[config.mk]
export PLATFORM = sky130hd
export DESIGN_NAME = mips_multicycle
export DESIGN_NICKNAME = d
export VERILOG_FILES = /design/src/rtl/mips_multicycle.sv
export SDC_FILE = /design/constraint.sdc
export NUM_CORES = 2
export LEC_CHECK = 0
export ABC_CLOCK_PERIOD_IN_PS = 7800
export BUFFER_PORTS_ARGS = -buffer_cell sky130_fd_sc_hd__buf_2
export CAP_MARGIN = 10
export CORE_MARGIN = 2
export CORE_UTILIZATION = 60
export DETAILED_ROUTE_END_ITERATION = 6
export PLACE_DENSITY = 0.77
export SLEW_MARGIN = 30
export SYNTH_ARGS = -nofsm -noshare
export SYNTH_HDL_FRONTEND = slang
export SYNTH_SLANG_ARGS = --single-unit
[constraint.sdc]
create_clock -name clock -period 7.8 [get_ports clock]
set_input_delay 1.56 -clock clock [delete_from_list [all_inputs] [get_ports clock]]
set_output_delay 1.56 -clock clock [all_outputs]
set_load 0.005 [all_outputs]
[src/rtl/mips_multicycle.sv]
// Multi-cycle MIPS subset core (add/sub/and/or/slt/addi/lw/sw/beq/j)
// sharing one req/ready memory port for instruction fetch and data access.
//
// Ports:
//   clock, reset        rising-edge clock, asynchronous active-low reset
//   mem_req/mem_we      request (held until accepted), 1 = write
//   mem_addr/mem_wdata  word-aligned byte address and store data
//   mem_rdata/mem_ready read data and accept/complete strobe
//   pc/ula_result       architectural PC and ALUOut register
//   data_mem            memory data register (MDR)
//   retire/halt         instruction-complete pulse, sticky stop flag
module mips_multicycle #(
    parameter logic [31:0] RESET_PC        = 32'h0000_0000,
    parameter int          NREGS           = 32,
    parameter bit          HALT_ON_ILLEGAL = 1'b1
) (
    input  logic        clock,
    input  logic        reset,
    output logic        mem_req,
    output logic        mem_we,
    output logic [31:0] mem_addr,
    output logic [31:0] mem_wdata,
    input  logic [31:0] mem_rdata,
    input  logic        mem_ready,
    output logic [31:0] pc,
    output logic [31:0] ula_result,
    output logic [31:0] data_mem,
    output logic        retire,
    output logic        halt
);

    localparam int AW = $clog2(NREGS);

    localparam logic [2:0] S_FETCH  = 3'd0;
    localparam logic [2:0] S_DECODE = 3'd1;
    localparam logic [2:0] S_EXEC   = 3'd2;
    localparam logic [2:0] S_MEM    = 3'd3;
    localparam logic [2:0] S_WB     = 3'd4;
    localparam logic [2:0] S_HALT   = 3'd5;

    localparam logic [5:0] OP_RTYPE = 6'h00;
    localparam logic [5:0] OP_J     = 6'h02;
    localparam logic [5:0] OP_BEQ   = 6'h04;
    localparam logic [5:0] OP_ADDI  = 6'h08;
    localparam logic [5:0] OP_LW    = 6'h23;
    localparam logic [5:0] OP_SW    = 6'h2B;

    localparam logic [5:0] F_ADD = 6'h20;
    localparam logic [5:0] F_SUB = 6'h22;
    localparam logic [5:0] F_AND = 6'h24;
    localparam logic [5:0] F_OR  = 6'h25;
    localparam logic [5:0] F_SLT = 6'h2A;

    logic [2:0]  state_q, state_d;
    logic [31:0] pc_q, pc_d;
    logic [31:0] ir_q, ir_d;
    logic [31:0] a_q, a_d;
    logic [31:0] b_q, b_d;
    logic [31:0] alu_q, alu_d;
    logic [31:0] mdr_q, mdr_d;
    logic [31:0] tgt_q, tgt_d;
    logic [31:0] regs_q [NREGS];
    logic [31:0] regs_d [NREGS];

    logic [5:0]    opcode;
    logic [5:0]    funct;
    logic [AW-1:0] rs_idx;
    logic [AW-1:0] rt_idx;
    logic [AW-1:0] rd_idx;
    logic [31:0]   imm_sext;
    logic [31:0]   eff_addr;
    logic [31:0]   r_res;
    logic          r_ok;

    logic          rf_we;
    logic [AW-1:0] rf_waddr;
    logic [31:0]   rf_wdata;
    logic          req_c;
    logic          retire_c;
    logic          illegal;

    assign opcode   = ir_q[31:26];
    assign funct    = ir_q[5:0];
    assign rs_idx   = ir_q[21 +: AW];
    assign rt_idx   = ir_q[16 +: AW];
    assign rd_idx   = ir_q[11 +: AW];
    assign imm_sext = {{16{ir_q[15]}}, ir_q[15:0]};
    assign eff_addr = a_q + imm_sext;

    always_comb begin
        r_ok  = 1'b1;
        r_res = '0;
        case (funct)
            F_ADD:   r_res = a_q + b_q;
            F_SUB:   r_res = a_q - b_q;
            F_AND:   r_res = a_q & b_q;
            F_OR:    r_res = a_q | b_q;
            F_SLT:   r_res = {31'd0, $signed(a_q) < $signed(b_q)};
            default: r_ok = 1'b0;
        endcase
    end

    always_comb begin
        state_d   = state_q;
        pc_d      = pc_q;
        ir_d      = ir_q;
        a_d       = a_q;
        b_d       = b_q;
        alu_d     = alu_q;
        mdr_d     = mdr_q;
        tgt_d     = tgt_q;
        rf_we     = 1'b0;
        rf_waddr  = '0;
        rf_wdata  = '0;
        req_c     = 1'b0;
        mem_we    = 1'b0;
        mem_addr  = pc_q;
        mem_wdata = b_q;
        retire_c  = 1'b0;
        illegal   = 1'b0;

        unique case (state_q)
            S_FETCH: begin
                req_c = 1'b1;
                if (mem_ready) begin
                    ir_d    = mem_rdata;
                    pc_d    = pc_q + 32'd4;
                    state_d = S_DECODE;
                end
            end
            S_DECODE: begin
                a_d     = regs_q[rs_idx];
                b_d     = regs_q[rt_idx];
                // pc_q already points past this instruction
                tgt_d   = pc_q + {imm_sext[29:0], 2'b00};
                state_d = S_EXEC;
            end
            S_EXEC: begin
                case (opcode)
                    OP_RTYPE: begin
                        if (r_ok) begin
                            alu_d   = r_res;
                            state_d = S_WB;
                        end else begin
                            illegal = 1'b1;
                        end
                    end
                    OP_ADDI: begin
                        alu_d   = eff_addr;
                        state_d = S_WB;
                    end
                    OP_LW, OP_SW: begin
                        alu_d   = eff_addr;
                        // misaligned access stops the core before the bus
                        state_d = (eff_addr[1:0] != 2'b00) ? S_HALT : S_MEM;
                    end
                    OP_BEQ: begin
                        if (a_q == b_q) pc_d = tgt_q;
                        retire_c = 1'b1;
                        state_d  = S_FETCH;
                    end
                    OP_J: begin
                        pc_d     = {pc_q[31:28], ir_q[25:0], 2'b00};
                        retire_c = 1'b1;
                        state_d  = S_FETCH;
                    end
                    default: illegal = 1'b1;
                endcase
                if (illegal) begin
                    if (HALT_ON_ILLEGAL) begin
                        state_d = S_HALT;
                    end else begin
                        retire_c = 1'b1;
                        state_d  = S_FETCH;
                    end
                end
            end
            S_MEM: begin
                req_c    = 1'b1;
                mem_we   = (opcode == OP_SW);
                mem_addr = alu_q;
                if (mem_ready) begin
                    if (opcode == OP_SW) begin
                        retire_c = 1'b1;
                        state_d  = S_FETCH;
                    end else begin
                        mdr_d   = mem_rdata;
                        state_d = S_WB;
                    end
                end
            end
            S_WB: begin
                case (opcode)
                    OP_RTYPE: begin
                        rf_we    = 1'b1;
                        rf_waddr = rd_idx;
                        rf_wdata = alu_q;
                    end
                    OP_ADDI: begin
                        rf_we    = 1'b1;
                        rf_waddr = rt_idx;
                        rf_wdata = alu_q;
                    end
                    OP_LW: begin
                        rf_we    = 1'b1;
                        rf_waddr = rt_idx;
                        rf_wdata = mdr_q;
                    end
                    default: rf_we = 1'b0;
                endcase
                retire_c = 1'b1;
                state_d  = S_FETCH;
            end
            S_HALT: state_d = S_HALT;
            default: state_d = S_HALT;
        endcase
    end

    always_comb begin
        for (int i = 0; i < NREGS; i++) regs_d[i] = regs_q[i];
        if (rf_we && rf_waddr != '0) regs_d[rf_waddr] = rf_wdata;
    end

    always_ff @(posedge clock or negedge reset) begin
        if (!reset) begin
            state_q <= S_FETCH;
            pc_q    <= RESET_PC;
            ir_q    <= '0;
            a_q     <= '0;
            b_q     <= '0;
            alu_q   <= '0;
            mdr_q   <= '0;
            tgt_q   <= '0;
            for (int i = 0; i < NREGS; i++) regs_q[i] <= '0;
        end else begin
            state_q <= state_d;
            pc_q    <= pc_d;
            ir_q    <= ir_d;
            a_q     <= a_d;
            b_q     <= b_d;
            alu_q   <= alu_d;
            mdr_q   <= mdr_d;
            tgt_q   <= tgt_d;
            for (int i = 0; i < NREGS; i++) regs_q[i] <= regs_d[i];
        end
    end

    // state resets to FETCH, so the request is masked while reset is low
    assign mem_req    = reset & req_c;
    assign retire     = reset & retire_c;
    assign halt       = (state_q == S_HALT);
    assign pc         = pc_q;
    assign ula_result = alu_q;
    assign data_mem   = mdr_q;

endmodule

==> flow_metrics.py <==
metrics = {
    "sta": {
        "fin_tns_setup_ns": 0,
        "finClkSkew_ns": 0.04043,
        "rsz0062_at_grt": "false",
        "max_freq_mhz": 208.4,
        "fin_hold_ws_ns": 0.3958,
        "timing.final.crit_share": 0.6151,
        "relSlewSlack": 0.2637,
        "tightest_slew_ns": 1.074,
        "setup_viol": 0,
        "min_period_ns": 4.797,
        "hold_viol_final": 0,
        "slew_violations": 0,
    },
    "final_layout": {
        "finalCoreUtilization": 0.6630,
        "area_growth_pct": 9.167,
        "num-nets-final": 6430,
        "drive_gt1_frac": 0.2071,
        "nFillCells": 8178,
    },
    "clock_tree": {
        "cts_root_buf": "clkbuf_16",
        "cts_tree": "built",
        "hold_buffers": 0,
        "cts.clk_slew.worst_paths_ns": 0.06,
        "numCtsBuffers": 130,
        "cts.sinks": 1251,
        "cts_resized": 0,
        "clock_latency_ns": 0.78,
        "postCtsSetupBuffers": 0,
        "clock_path_buffers": 3,
        "htree_levels": 4,
    },
    "global_routing": {
        "grt_pass1_vias": 54648,
        "overflow": 0,
        "grt_max_degree": 159,
        "grt.total_usage": 0.3943,
        "grt_pass1_wl_um": 345500,
        "antenna_found_initial": 20,
    },
    "die": {
        "rows": 124,
        "start_util": 0.6074,
        "dieHeight_um": 344.7,
        "die_w_um": 344.7,
        "io_pins": 199,
        "core_area_um2": 114700,
        "die_area_um2": 118800,
    },
    "critical_path": {
        "crit_type": "flip-flop to output pin",
        "arrival_ns": 3.24,
        "slowest_delay_ns": 0.68,
        "cp_max_fo": 24,
        "r2r_end": "ula_result[17]",
        "cp_data_required_time_ns": 6.24,
        "r2r_slack_ns": 3.27,
        "reg2regPathDepth": 12,
        "crit_path_end_kind": "output pin",
        "r2r-start": "mem_wdata[1]",
        "crit_path_cell_trace": "inv_1 > and3_2 > buf_4 > a21oi_1 > nor2b_1 > buf_2",
        "critPathSlowestCell": "and3_2",
        "startpoint_type": "flip-flop",
    },
    "place": {
        "dpl.hpwl_um": 136100,
        "io_buffers": 198,
        "gp_congestion": 1.004,
    },
    "synthesis": {
        "yosysUniqueCellTypes": 90,
        "yosysTopAreaCell": "dfrtp_1",
        "synth_flop_cell": "dfrtp_1",
        "synth_top_area_share": 0.4495,
        "synthCells": 6417,
        "netlist_top_cells_count": "nand2_1, dfrtp_1, o21ai_0",
        "synth-edff-count": 0,
        "synthTopCellsByArea": "dfrtp_1, mux4_2, o21ai_0",
        "syn_area_per_cell_um2": 10.85,
        "yosys_warnings": 0,
        "syn_area_um2": 69640,
        "synth_nets": 6628,
        "yosysMostFrequentCell": "nand2_1",
        "ys_seq_area_frac": 0.4495,
        "synthArstFlopShare": 1.000,
        "ys_seq_elements": 1251,
    },
    "route": {
        "drc": 0,
        "vias_per_cell": 7.107,
        "wl_um": 231200,
        "wl_per_cell_um": 29.48,
        "ant_nets": 0,
        "drtIter0Drc": 7910,
        "vias": 55735,
        "detail_route.first_pass.iterations": 6,
    },
    "pwr": {
        "ir_worst_vdd_mv": 0.2055,
        "powerDensity_nw_per_um2": 174.9,
        "leakage_nw": 31.57,
    },
    "worst_hold_path": {
        "hold_class": "flip-flop to flip-flop",
        "hold_depth": 0,
        "min_to": "regs_q[994]",
        "min_from": "regs_q[994]",
    },
    "job": {
        "drv_cap": 0,
    },
    "run_status": {
        "status": "complete, no violations",
    },
}
-- worst max-delay path by stage --
stage	to	slack, ns	cells after the start	start
2_1_floorplan	retire	4.30	4	mem_ready
3_3_place_gp	regs_q[970]	3.22	4	reset
3_5_place_dp	regs_q[938]	3.17	4	reset
4_1_cts	retire	3.15	6	state_q[0]
5_1_grt	retire	2.96	6	state_q[0]
6_report	retire	3.00	6	state_q[0]
-- worst max-delay path: cells and delay by family (launching register included) --
| kind | cells | cell delay, ns |
|---|---|---|
| DFF | 1 | 0.54 |
| AOI/OAI and AO/OA | 1 | 0.09 |
| and+or+nand+nor | 2 | 0.83 |
| buffers and inverters | 3 | 1.03 |
-- through the flow --
step	instances	total power [mW]	setup WS, ns	cell area [um2]
after floorplan	6417	6.611	4.296	69640
after global placement	7596	6.762	3.223	71120
after detailed placement	7596	6.765	3.173	71290
after CTS	7826	13.29	3.149	75830
after global routing	7829	13.56	2.964	75990
final	7842	13.29	3.003	76020
-- layout make-up --
| class | instances | area [um2] | area share |
|---|---|---|---|
| Clock inverter | 44 | 646.9 | 0.008509 |
| Timing Repair Buffer | 261 | 1675 | 0.02204 |
| Tap cell | 1512 | 1892 | 0.02489 |
| Antenna cell | 13 | 32.53 | 0.0004279 |
| Sequential cell | 1251 | 31340 | 0.4123 |
| Multi-Input combinational cell | 4453 | 36080 | 0.4746 |
| Clock buffer | 186 | 3890 | 0.05117 |
| Inverter | 122 | 457.9 | 0.006024 |
-- state kept, by name (all words and copies together), names as in the netlist --
signal      flops
regs_q       1024
a_q            32
data_mem       32
ir_q           32
mem_wdata      32
pc             32
tgt_q          32
ula_result     32
state_q         3
-- cells by family (layout without fill, tap and decap cells) --
kind of cell | after synthesis | in the layout | synth area share
compound gates | 1687 | 1687 | 0.1355
xor+xnor | 83 | 83 | 0.01044
fa+ha+maj | 176 | 176 | 0.03205
buf+inv | 713 | 613 | 0.03929
flops | 1251 | 1251 | 0.4495
mux | 820 | 820 | 0.2346
other cells | 0 | 13 | 0
simple gates | 1687 | 1687 | 0.09864
-- cells in the final DEF (no fill, tap or decap), drive strengths merged, types with 42 or more instances in the layout --
| cell type | netlist | routed |
|---|---|---|
| nand2 | 1324 | 1324 |
| dfrtp | 1251 | 1251 |
| o21ai | 1206 | 1206 |
| mux4 | 640 | 640 |
| buf | 88 | 261 |
| clkbuf | 503 | 186 |
| ha | 172 | 172 |
| a21oi | 172 | 172 |
| nor2 | 162 | 162 |
| inv | 121 | 127 |
| mux2 | 95 | 95 |
| mux2i | 85 | 85 |
| xnor2 | 54 | 54 |
| nand3 | 43 | 43 |
| nor3 | 42 | 42 |
-- power breakdown --
| group | switching (mW) | total, mW | internal, mW |
|---|---|---|---|
| Sequential | 0 | 6.49 | 6.49 |
| Clock | 2.74 | 6.65 | 3.92 |
| Combinational | 0.137 | 0.153 | 0.0160 |
| Total | 2.87 | 13.3 | 10.4 |
-- routing by layer --
metal	GRT usage	wire (um)	up-vias
met4	0.2605	17530	26
met2	0.5751	101900	3934
met5	0	180	-
met3	0.1385	30850	959
met1	0.5024	80740	27933
li1	-	-	22883
(Power assumes the default switching activity.)
